### src/rtl/exe_mem_register.sv
// EX/MEM pipeline register with memory-access FSM, freeze hold and a freeze watchdog.
// Optional EXE_MEM_STALL_COUNTER_EN adds a saturating 32-bit freeze-cycle counter on stallCount.
module exe_mem_register #(
    parameter int DATA_W         = 32,
    parameter int DEST_W         = 4,
    parameter int FREEZE_TIMEOUT = 64
) (
    input  logic              clk,
    input  logic              rst,
    input  logic              exValid,
    input  logic              exWbEnable,
    input  logic              exMemReadEnabled,
    input  logic              exMemWriteEnabled,
    input  logic [DEST_W-1:0] exDest,
    input  logic [DATA_W-1:0] exAluResult,
    input  logic [DATA_W-1:0] exValRm,
    input  logic              freeze,
    output logic              valid,
    output logic              wbEnable,
    output logic              memoryReadEnabled,
    output logic              memoryWriteEnabled,
    output logic [DEST_W-1:0] dest,
    output logic [DATA_W-1:0] aluResult,
    output logic [DATA_W-1:0] valRm,
    output logic              memBusy,
    output logic              accessDone,
    output logic              timeoutError,
    output logic [31:0]       stallCount
);

    typedef enum logic {
        IDLE,
        ACCESS
    } state_t;

    localparam logic [7:0] TIMEOUT = 8'(FREEZE_TIMEOUT);

    state_t     state;
    state_t     state_next;
    logic [7:0] freeze_cnt;
    logic [7:0] freeze_cnt_next;
    logic       load_mem_op;

    assign load_mem_op = exValid & (exMemReadEnabled | exMemWriteEnabled);

    // NOTE: sequential state always uses non-blocking assignments so every flop samples pre-edge values.
    always_ff @(posedge clk or negedge rst) begin
        if (!rst) begin
            valid              <= 1'b0;
            wbEnable           <= 1'b0;
            memoryReadEnabled  <= 1'b0;
            memoryWriteEnabled <= 1'b0;
            dest               <= '0;
            aluResult          <= '0;
            valRm              <= '0;
        end else if (!freeze) begin
            // A bubble clears everything; a read beats a simultaneous write.
            valid              <= exValid;
            wbEnable           <= exValid & exWbEnable;
            memoryReadEnabled  <= exValid & exMemReadEnabled;
            memoryWriteEnabled <= exValid & exMemWriteEnabled & ~exMemReadEnabled;
            dest               <= exValid ? exDest      : '0;
            aluResult          <= exValid ? exAluResult : '0;
            valRm              <= exValid ? exValRm     : '0;
        end
    end

    always_ff @(posedge clk or negedge rst) begin
        if (!rst) begin
            state <= IDLE;
        end else begin
            state <= state_next;
        end
    end

    // NOTE: every always_comb output gets a default first so no latch is inferred on any path.
    always_comb begin
        state_next = state;
        case (state)
            IDLE:    if (!freeze && load_mem_op) state_next = ACCESS;
            ACCESS:  if (!freeze) state_next = load_mem_op ? ACCESS : IDLE;
            default: state_next = IDLE;
        endcase
    end

    assign memBusy    = (state == ACCESS);
    assign accessDone = (state == ACCESS) && !freeze;

    always_comb begin
        freeze_cnt_next = 8'd0;
        if (freeze) begin
            freeze_cnt_next = (freeze_cnt == TIMEOUT) ? freeze_cnt : freeze_cnt + 8'd1;
        end
    end

    // The error flag rises on the same edge the counter reaches the limit.
    always_ff @(posedge clk or negedge rst) begin
        if (!rst) begin
            freeze_cnt   <= 8'd0;
            timeoutError <= 1'b0;
        end else begin
            freeze_cnt   <= freeze_cnt_next;
            timeoutError <= timeoutError | (freeze_cnt_next == TIMEOUT);
        end
    end

`ifdef EXE_MEM_STALL_COUNTER_EN
    logic [31:0] stall_cnt;

    always_ff @(posedge clk or negedge rst) begin
        if (!rst) begin
            stall_cnt <= 32'd0;
        end else if (freeze && stall_cnt != 32'hFFFF_FFFF) begin
            stall_cnt <= stall_cnt + 32'd1;
        end
    end

    assign stallCount = stall_cnt;
`else
    assign stallCount = 32'd0;
`endif

endmodule

### config.mk
export PLATFORM = sky130hd
export DESIGN_NAME = exe_mem_register
export DESIGN_NICKNAME = d
export VERILOG_FILES = /design/src/rtl/exe_mem_register.sv
export SDC_FILE = /design/constraint.sdc
export NUM_CORES = 1
export LEC_CHECK = 0
export BUFFER_PORTS_ARGS = -buffer_cell sky130_fd_sc_hd__buf_4
export CAP_MARGIN = 40
export CORE_UTILIZATION = 45
export DETAILED_ROUTE_END_ITERATION = 12
export PLACE_DENSITY = 0.79
export REMOVE_ABC_BUFFERS = 1
export SLEW_MARGIN = 10
export SYNTH_ARGS = -nofsm -noshare
export SYNTH_HDL_FRONTEND = slang
export SYNTH_SLANG_ARGS = --single-unit
### constraint.sdc
create_clock -name clk -period 2.5 [get_ports clk]
set_input_delay 0.125 -clock clk [delete_from_list [all_inputs] [get_ports clk]]
set_output_delay 0.125 -clock clk [all_outputs]
set_load 0.02 [all_outputs]
# Yosys cells after proc, flatten, opt, wreduce, memory -nomap -nowiden
# Index checks and enable logic that the tools add are counted.
[totals]
reg_bits = 82
inputBits = 75
output_inout_bits = 107
wordCells = 34
[op_classes]
addsub = 1
n_eq_ne = 2
muxes = 9
bitwise = 9
n_reduce_logical = 3
[op_table]
columns = ["cell", "count"]
rows = [
  ["two-way mux 32 bit", 2],
  ["== test 8 x 7 -> 1 bit (second input constant)", 2],
  ["two-way mux 8 bit", 2],
  ["adder 8 x 1 -> 8 bit (second input constant)", 1],
  ["AND 1 bit", 5],
  ["two-way mux 4 bit", 1],
  ["two-way mux 1 bit", 3],
  ["logical AND 1 bit", 2],
  ["NOT 1 bit", 2],
  ["bitwise OR 1 bit", 2],
  ["case mux 1 bit (2 select lines)", 1],
  ["zero test 1 bit", 1],
]

# Depth between registers and ports, before layout
[logic_depth]
word_depth = 5
mapped_depth = 7
ltp_nobuf = 6

# Worst setup path after synthesis
# OpenSTA, ideal clock, no wires.
[synth_timing]
kind = "reg-to-reg"
start = "reg freeze_cnt[0]"
end = "reg timeoutError"
setup_time_ps = 128
t_arrival_ps = 1479
required_time_ps = 2372
setup_slack_ps = 893
stages_incl_launch_ff = 8
path_buffers = 1
period_less_slack_ps = 1607
cell_sequence = "dfrtp_1 -> buf_2 -> inv_1 -> ha_1 -> nand4bb_4 -> or3_1 -> o311ai_1 -> o41ai_2"
[synth_via]
elab_chain_cells = 5
word_cells_on_any_way = 6
cone_classes = "add/sub: 1; eq/ne: 2; mux: 2; bitwise: 1"
[synth_rtl]
columns = ["element", "line", "source"]
rows = [
  ["from (decl)", "40", "logic [7:0] freeze_cnt;"],
  ["from (signal assigned)", "102", "freeze_cnt <= freeze_cnt_next;"],
  ["adder 8 x 1 -> 8 bit / == test 8 x 7 -> 1 bit (equally long branches)", "92", "freeze_cnt_next = (freeze_cnt == TIMEOUT) ? freeze_cnt : freeze_cnt + 8'd1;"],
  ["two-way mux 8 bit (*)", "92", ""],
  ["two-way mux 8 bit (*)", "91", "if (freeze) begin"],
  ["== test 8 x 7 -> 1 bit (*)", "103", "timeoutError <= timeoutError | (freeze_cnt_next == TIMEOUT);"],
  ["bitwise OR 1 bit (*)", "103", ""],
  ["to (signal assigned)", "103", ""],
  ["to (decl)", "27", "output logic timeoutError,"],
]
# Mark *: on every way between the ends. The rest lies on a longest branch, timed or not.
# A chain may end at the register's enable or synchronous reset.

# Worst setup path after layout
# Ends and elaborated chain as after synthesis.

==> summary.txt <==
wire length of the first global-routing pass: 14,000 um
cell type with the highest aggregate area in the netlist: sky130_fd_sc_hd__dfrtp_1
Iteration-0 DRC Markers: 157
aggregate global routing overflow: 0
slew at the pin closest to its max-slew limit: 0.604 ns
Cell Count Post-Placement: 632
Worst path max stage delay: 0.50 ns
maximum clock skew at final layout: 0.00300 ns
CTS max path bufs: 2
RSZ-0062 raised after global routing: no
reported max-cap violation count: 0
count leader, synth: sky130_fd_sc_hd__nand2_1
Worst Setup End Kind: flip-flop
post-synthesis simple-gate area fraction: 0.182
gate count after technology mapping: 404
critical path startpoint: freeze_cnt[0]
effective utilization at floorplan: 0.470
dominant synthesized flop cell: sky130_fd_sc_hd__dfrtp_1
synthesis-to-finish area growth: 33.4%
Final min period: 1.69 ns
VDD IR max: 0.328 mV
Root Driver: sky130_fd_sc_hd__clkbuf_8
vias after detailed routing: 3,107
Die H: 92.3 um
run status: finished, final reports clean
Slew Limit Fails: 0
die footprint: 0.00852 mm2
placed wire-length estimate after detailed placement: 6070 um
number of clock sinks: 82
number of flops mapped to enable cells by yosys: 0
maximum number of pins on one net before global-route repair: 69
post-synth cell types: 36
post-cts repair resize count: 0
clk slew on worst S/H paths: 0.08 ns
parity-gate share of the synthesized area counting xor and xnor cells: 0.0143
Mapped Area: 0.00367 mm2
Layout fillers: 691
Top delay family on crit path: simple AND/OR/NAND/NOR gates
main combinational cell family by area after synthesis: simple AND/OR/NAND/NOR gates
total global routing track utilization: 0.210
horizontal die dimension: 92.3 um
number of buffers created by CTS: 9
DRT Wirelength: 8370 um
post-route worst hold slack: 0.0142 ns
cell types with the largest area share after synthesis: sky130_fd_sc_hd__dfrtp_1 (56%), sky130_fd_sc_hd__nand2_1 (14%), sky130_fd_sc_hd__o21ai_0 (7.1%)
number of placed I/O pins: 182
synth warn: 0
hold path cells: 2
startpoint of the worst hold path: exMemReadEnabled
Leakage Power: 2.51 nW
average instance area after synthesis: 9.08 um2
normalized max-slew margin: 0.597
post-synthesis sequential element count: 82
Final Hold Violating Endpoints: 0
proportion of synthesized chip area in sequential cells: 0.559
routability congestion estimate from global placement: 0.891
required time at the endpoint of the critical path: 2.72 ns
number of detailed-route iterations in the first pass: 4
total core area: 0.00781 mm2
total chip power: 2.90 mW
maximum achievable frequency: 590 MHz
fraction of the mapped netlist area in compound gates: 0.131
Final Cycle Share: 0.678
kind of critical path: flip-flop to flip-flop
CP Data Arrival Time: 1.92 ns
mux cell area share after synthesis: 0.00273
Power per Cell Area: 592 mW/mm2
TritonCTS clock tree: built
ratio of cells with drive above 1 in the final layout: 0.316
highest net fanout along the worst path: 10
worst setup slack before clock tree synthesis: 0.818 ns
area occupied by multi-input gates: 0.00136 mm2
share of flip-flops with an asynchronous set or reset: 1.00
total setup violations reported at the end of the flow: 0
post-route core utilization: 0.627
nets: 620
final cell count without fillers: 650
register area: 0.00205 mm2
Post-Place Cell Area: 0.00471 mm2
row cnt: 32
buffers inserted by post-CTS timing repair: 0
crit-path cells: inv_1, ha_1, nand4bb_4, or3_1, o311ai_1, o41ai_2
post-route cell area: 0.00490 mm2
final worst slack: 0.805 ns
endpoint of the worst-slack reg-to-reg timing path: timeoutError
startpoint of the worst-slack reg-to-reg timing path: freeze_cnt[0]
number of antenna violations at the first check in global routing: 0
cell count of the worst reg-to-reg path: 6
class of the most critical hold timing path: primary input to flip-flop
cell type of the slowest stage on the worst timing path: sky130_fd_sc_hd__dfrtp_1
share of Yosys cell area claimed by the top area cell type: 0.559
synth cell count leaders: sky130_fd_sc_hd__nand2_1 (138), sky130_fd_sc_hd__dfrtp_1 (82), sky130_fd_sc_hd__o21ai_0 (52), sky130_fd_sc_hd__buf_4 (33), sky130_fd_sc_hd__clkbuf_1 (21)
antenna violation net count after detailed routing: 0
drt via density: 4.78
clock network latency to the later pin of the worst-skew pair: 0.34 ns
total buffers and inverters traversed by the critical path: 1
setup tns final: 0 ns
startpoint type of the worst setup path: flip-flop
post-route DRC violation count: 0
vias in the first global route: 2,974
Max H-tree Level: 3
worst setup slack for register-to-register paths: 0.81 ns
hold worst-path end: memoryReadEnabled
Antenna Diode Count: 0
fraction of the mapped netlist area in adder cells: 0.00682
quantity of I/O buffers inserted on ports: 149
detailed-route wire length per cell: 12.9 um
## power breakdown
part           switching, mW  leakage [nW]  internal, mW
clock network          0.452        0.0766         0.362
logic                  0.352          1.37         0.251
registers             0.0630          1.07          1.42
total                  0.867          2.51          2.03
## state kept, by name, indices dropped and copies added (netlist names), named ones only
signal / flops
valid: 1
aluResult: 32
dest: 4
valRm: 32
wbEnable: 1
memoryReadEnabled: 1
memoryWriteEnabled: 1
freeze_cnt: 8
timeoutError: 1
## worst register-to-register path, cell delays in order, from the launching register on
cell	delay, ns
sky130_fd_sc_hd__dfrtp_1	0.50
sky130_fd_sc_hd__inv_1	0.10
sky130_fd_sc_hd__ha_1	0.19
sky130_fd_sc_hd__nand4bb_4	0.16
sky130_fd_sc_hd__or3_1	0.39
sky130_fd_sc_hd__o311ai_1	0.12
sky130_fd_sc_hd__o41ai_2	0.11
## area by class of cell
| cell class | count | share of cell area |
|---|---|---|
| flip-flops and latches | 82 | 0.419 |
| inverters | 6 | 0.00460 |
| well taps | 102 | 0.0261 |
| repair buffers | 156 | 0.240 |
| clock buffers | 12 | 0.0276 |
| multi-input cells | 288 | 0.277 |
| clock inverters | 4 | 0.00588 |
## what timing repair did
item / 4_1_cts / 5_1_grt
endpoints found under the hold margin: 37 / 0
hold buffers: 2 / 0
setup endpoints to repair: 0 / 0
## cells by family (layout without fill, tap and decap cells)
| kind of cell | after synthesis | in the layout |
|---|---|---|
| AOI/OAI and AO/OA | 86 | 86 |
| xor gates and xnor gates | 6 | 6 |
| adders and majority gates | 2 | 2 |
| buffers and inverters | 65 | 178 |
| DFF | 82 | 82 |
| muxes | 1 | 1 |
| other | 1 | 32 |
| and+or+nand+nor | 161 | 161 |
## cell usage in the layout, fill, tap and decap left out, drive strengths merged, types with 3 or more instances in the layout
cell / instances
buf: 154
nand2: 138
dfrtp: 82
o21ai: 73
conb: 32
clkbuf: 12
inv: 6
nor2: 6
nand3: 4
xor2: 4
a21oi: 4
nand4: 3
or3: 3
## per-layer routing
metal | wire length [um] | track usage | vias up
met5 | 0 | 0 | -
met4 | 210 | 0.0924 | 0
met3 | 514 | 0.0476 | 21
met2 | 4160 | 0.354 | 138
met1 | 3490 | 0.257 | 1430
li1 | - | - | 1518
## worst max-delay path by stage
stage / end / slack [ns] / cells past startpoint
2_1_floorplan: timeoutError / 0.93 / 6
3_3_place_gp: timeoutError / 0.86 / 6
3_5_place_dp: timeoutError / 0.82 / 6
4_1_cts: timeoutError / 0.81 / 6
5_1_grt: timeoutError / 0.68 / 6
6_report: timeoutError / 0.81 / 6
No activity file was read; power rests on OpenSTA's default activity.
